**src/rtl/sr_latch_ctrl.sv**
```systemverilog
// Round-robin sequencer sharing one SR latch among N_REQ requesters.
// Each grant issues one set/clear with setup-before-enable timing, then checks q.
module sr_latch_ctrl #(
  parameter int unsigned N_REQ     = 4,
  parameter int unsigned SETUP_CYC = 1,
  parameter int unsigned PULSE_CYC = 2
) (
  input  logic             clk,
  input  logic             reset,
  input  logic [N_REQ-1:0] req,
  input  logic [N_REQ-1:0] op,
  output logic [N_REQ-1:0] gnt,
  output logic             busy,
  output logic             done,
  output logic             mismatch,
  output logic [7:0]       err_cnt,
  output logic             latch_control,
  output logic             latch_s,
  output logic             latch_r,
  input  logic             latch_q
);

  localparam int unsigned MaxCyc = (SETUP_CYC > PULSE_CYC) ? SETUP_CYC : PULSE_CYC;
  localparam int unsigned CntW   = $clog2(MaxCyc + 1);
  localparam int unsigned PtrW   = $clog2(N_REQ);

  typedef enum logic [1:0] {StIdle, StSetup, StPulse, StCheck} state_e;

  state_e            r_state, w_state_d;
  logic [CntW-1:0]   r_cnt, w_cnt_d;
  logic [PtrW-1:0]   r_ptr, w_ptr_d;
  logic [PtrW-1:0]   w_sel, w_idx, w_sel_next;
  logic              w_found;
  logic              r_exp, w_exp_d;
  logic [N_REQ-1:0]  r_gnt, w_gnt_d;
  logic              r_busy, w_busy_d;
  logic              r_done, w_done_d;
  logic              r_mismatch, w_mismatch_d;
  logic [7:0]        r_err_cnt, w_err_cnt_d;
  logic              r_ctrl, w_ctrl_d;
  logic              r_s, w_s_d;
  logic              r_r, w_r_d;
  logic              w_drive;

  // Cyclic priority search starting at r_ptr.
  always_comb begin
    w_found = 1'b0;
    w_sel   = '0;
    w_idx   = '0;
    for (int unsigned i = 0; i < N_REQ; i++) begin
      w_idx = PtrW'((32'(r_ptr) + i) % N_REQ);
      if (!w_found && req[w_idx]) begin
        w_found = 1'b1;
        w_sel   = w_idx;
      end
    end
    w_sel_next = (w_sel == PtrW'(N_REQ - 1)) ? '0 : w_sel + 1'b1;
  end

  always_comb begin
    w_state_d    = r_state;
    w_cnt_d      = r_cnt;
    w_ptr_d      = r_ptr;
    w_exp_d      = r_exp;
    w_gnt_d      = r_gnt;
    w_mismatch_d = 1'b0;
    w_err_cnt_d  = r_err_cnt;

    unique case (r_state)
      StIdle: begin
        if (w_found) begin
          w_state_d = StSetup;
          w_cnt_d   = '0;
          w_gnt_d   = {{(N_REQ-1){1'b0}}, 1'b1} << w_sel;
          w_exp_d   = op[w_sel];
          w_ptr_d   = w_sel_next;
        end
      end
      StSetup: begin
        if (r_cnt == CntW'(SETUP_CYC - 1)) begin
          w_state_d = StPulse;
          w_cnt_d   = '0;
        end else begin
          w_cnt_d = r_cnt + 1'b1;
        end
      end
      StPulse: begin
        if (r_cnt == CntW'(PULSE_CYC - 1)) begin
          // q is sampled on the edge that enters CHECK, after the full pulse.
          w_state_d    = StCheck;
          w_cnt_d      = '0;
          w_mismatch_d = (latch_q != r_exp);
          if ((latch_q != r_exp) && (r_err_cnt != 8'hFF)) begin
            w_err_cnt_d = r_err_cnt + 8'd1;
          end
        end else begin
          w_cnt_d = r_cnt + 1'b1;
        end
      end
      StCheck: begin
        w_state_d = StIdle;
        w_gnt_d   = '0;
      end
      default: begin
        w_state_d = StIdle;
        w_gnt_d   = '0;
      end
    endcase

    // Latch-facing outputs are decoded from the next state and registered.
    w_drive  = (w_state_d == StSetup) || (w_state_d == StPulse);
    w_s_d    = w_drive & w_exp_d;
    w_r_d    = w_drive & ~w_exp_d;
    w_ctrl_d = (w_state_d == StPulse);
    w_busy_d = (w_state_d != StIdle);
    w_done_d = (w_state_d == StCheck);
  end

  always_ff @(posedge clk or negedge reset) begin
    if (!reset) begin
      r_state    <= StIdle;
      r_cnt      <= '0;
      r_ptr      <= '0;
      r_exp      <= 1'b0;
      r_gnt      <= '0;
      r_busy     <= 1'b0;
      r_done     <= 1'b0;
      r_mismatch <= 1'b0;
      r_err_cnt  <= '0;
      r_ctrl     <= 1'b0;
      r_s        <= 1'b0;
      r_r        <= 1'b0;
    end else begin
      r_state    <= w_state_d;
      r_cnt      <= w_cnt_d;
      r_ptr      <= w_ptr_d;
      r_exp      <= w_exp_d;
      r_gnt      <= w_gnt_d;
      r_busy     <= w_busy_d;
      r_done     <= w_done_d;
      r_mismatch <= w_mismatch_d;
      r_err_cnt  <= w_err_cnt_d;
      r_ctrl     <= w_ctrl_d;
      r_s        <= w_s_d;
      r_r        <= w_r_d;
    end
  end

  assign gnt           = r_gnt;
  assign busy          = r_busy;
  assign done          = r_done;
  assign mismatch      = r_mismatch;
  assign err_cnt       = r_err_cnt;
  assign latch_control = r_ctrl;
  assign latch_s       = r_s;
  assign latch_r       = r_r;

  a_no_sr: assert property (@(posedge clk) disable iff (!reset) !(latch_s && latch_r));
  a_gnt_onehot: assert property (@(posedge clk) disable iff (!reset) $onehot0(gnt));
  a_ctrl_pulse: assert property (@(posedge clk) disable iff (!reset)
    latch_control |-> (r_state == StPulse) && (latch_s ^ latch_r));

endmodule
```
**config.mk**
```make
export PLATFORM = sky130hd
export DESIGN_NAME = sr_latch_ctrl
export DESIGN_NICKNAME = d
export VERILOG_FILES = /design/src/rtl/sr_latch_ctrl.sv
export SDC_FILE = /design/constraint.sdc
export NUM_CORES = 1
export LEC_CHECK = 0
export ABC_AREA = 1
export CAP_MARGIN = 30
export CORE_UTILIZATION = 56
export CTS_CLUSTER_SIZE = 14
export DETAILED_ROUTE_END_ITERATION = 12
export PLACE_DENSITY = 0.84
export SLEW_MARGIN = 5
export SYNTH_ARGS = -nofsm -noshare
export SYNTH_HDL_FRONTEND = slang
export SYNTH_SLANG_ARGS = --single-unit
```
**constraint.sdc**
```tcl
create_clock -name clk -period 5 [get_ports clk]
set_clock_uncertainty 0.2 [all_clocks]
set_input_delay 1.5 -clock clk [delete_from_list [all_inputs] [get_ports clk]]
set_output_delay 1.5 -clock clk [all_outputs]
set_load 0.05 [all_outputs]
```
==> metrics.txt <==
Final Setup Violations 0; Yosys Warn Count 0; CTS tree done; critical path required time 5070 ps; CTS Sinks 25; Overflow after GRT 0; mean post-synth cell area 7.93 sq um; fraction of layout cells with a size suffix above 1 6.75%; CP endpoint kind flip-flop; worst-margin pin slew 535 ps; post-CTS setup buffers 0; CTS resizes 0; cts-stage hold buffer count 0; Bufs on Longest Clock Path 2; syn nets 234; vias in the first global route 1,284; final core utilization 72.1%; Post-DRT Antenna Nets 0; Final Critical Period 3470 ps; worst-skew pair later-pin latency 320 ps; share of the synthesized area in the top cell type 38.5%; Cell Rows 19; Via density 5.12; most frequent cells in the layout 47 x nand2_1, 40 x inv_1, 28 x clkdlybuf4s50_1, 25 x dfrtp_1, 20 x nand3_1; critical path launch point type input pin; synth-to-layout area growth 22.3%; via count of the routed design 1,371; placer congestion estimate 0.913; Root Buffer clkbuf_4; core area 2760 sq um; NumNets Final 267; worst hold slack 318 ps; htree depth 1; Netlist cell types 23; Routed WL per cell 11.7 microns; Tcrit/Tclk final 69.4%; Critical Path AT 3540 ps; unrepaired setup endpoints after global routing no; Place WS 1190 ps; fillers 228; Max VDD drop 0.599 mV; Worst-path clk slew 140 ps; initial antenna violation count 0; I/O Buffers 28; sequential area share after synthesis 38.5%; P per Cell Area 661 nW/um^2; die footprint 3120 sq um; Die Ht 55.9 microns; DRT Pass-1 Iters 4; largest cells by area after synthesis dfrtp_1 38%, ha_1 14%, nand2_1 11%; Crit Path Category in -> reg; first-pass GRT wire length 5500 microns; Mapped Area 1630 sq um; CTS Buf Count 3; ant diodes 0; GRT Total Usage 22.2%; Crit path buffers/inverters 3; HPWL Detailed 2440 microns; Leak 1.04 nW; wirelength, routed 3130 microns; commonest non-fill, non-tap cell in the layout nand2_1; crit-path leading delay family simple AND/OR/NAND/NOR gates; setup ws final 1530 ps; worst hold path class reg -> reg; largest net degree at the start of global routing 17; DR iter-0 viols 28; DRC viols 0; crit-path cells clkdlybuf4s50_1, inv_1, nand2_1, nand3_1, nand2_1, nor2_4, nand3_2, o21ai_0, inv_1, a21oi_1, ha_1, nor2_1; Initial Utilization 58.9%; setup_tns 0 ps; Chip Width 55.9 microns; fmax 288 MHz; Mapped Cells 205; Worst slew margin 64.0%; num ports 29; status complete, no violations; Seq cells post-synth 25; max-cap violations 0; CP max stage cell clkdlybuf4s50_1; CP max FO 7; final hold viol count 0; area leader, netlist dfrtp_1; Slowest Stage Delay on Critical Path 420 ps; max-slew violations 0
==> Yosys cell counts (all sizes together) <==
cell type	n
nor4	2
xor2	5
ha	18
o31ai	1
a21oi	4
nand3	22
or2	1
inv	42
nand4	3
nand2	51
a22o	2
buf	1
o21bai	1
nor2	11
dfrtp	25
xnor2	2
o21ai	14
==> where the power goes <==
part / switching (mW) / internal, mW
logic: 0.582 / 0.299
clock network: 0.0614 / 0.0300
registers: 0.0678 / 0.275
total: 0.711 / 0.603
==> worst reg2reg max path: stages, from the launching register on <==
cell and delay, ps:
dfrtp_1 640, nand2_1 130, nand3_1 130, nand2_1 120, nor2_4 160, nand3_2 160, o21ai_0 190, inv_1 60
a21oi_1 260, ha_1 310, nor2_1 100
==> through the flow <==
step                area, sq um  instances  power, mW
global placement           1930        263       1.19
global route               1990        268       1.44
finish                     1990        268       1.31
detailed placement         1960        264       1.21
floorplan                  1630        205      0.996
CTS                        1990        268       1.31
==> worst paths after layout <==
kind | from | endpoint | slack [ps] | cells past startpoint
hold / removal | err_cnt[2] | err_cnt[2] | 320 | 1
hold reg to reg | err_cnt[2] | err_cnt[2] | 320 | 1
max in group asynchronous | reset | err_cnt[1] | 2850 | 2
min in group asynchronous | reset | err_cnt[2] | 1300 | 1
setup / recovery | req[3] | latch_s | 1530 | 12
setup reg to reg | r_ptr[0] | latch_s | 2490 | 10
==> cell type report <==
cell class	instances	area (sq um)	area share, %
sequential	25	626	31.5
inverter	42	165	8.31
clock buffer	3	22.5	1.13
clock inverter	1	5.00	0.252
timing repair buffer	29	308	15.5
tap	31	38.8	1.95
multi-input combinational	137	823	41.4
==> flip-flops by register name, indices dropped and copies added, names as in the netlist, 2 cells and up <==
signal / count
err_cnt: 8
r_cnt: 2
r_state: 2
r_ptr: 2
gnt: 4
==> routing by layer <==
layer  vias up  wire (microns)  GRT usage [%]
met5         -               0              0
met4         0              43           9.06
met3         6              82           4.65
met2        20            1480           36.1
met1       634            1520           29.0
li1        711               -              -
==> kinds of logic after synthesis <==
family	after synthesis	share of synthesized area [%]
compound gates	22	7.78
xor+xnor	7	3.77
fa+ha+maj	18	13.9
buf+inv	43	10.9
flops	25	38.5
simple gates	90	25.3
Note: power is estimated with default switching activity, not from simulation.
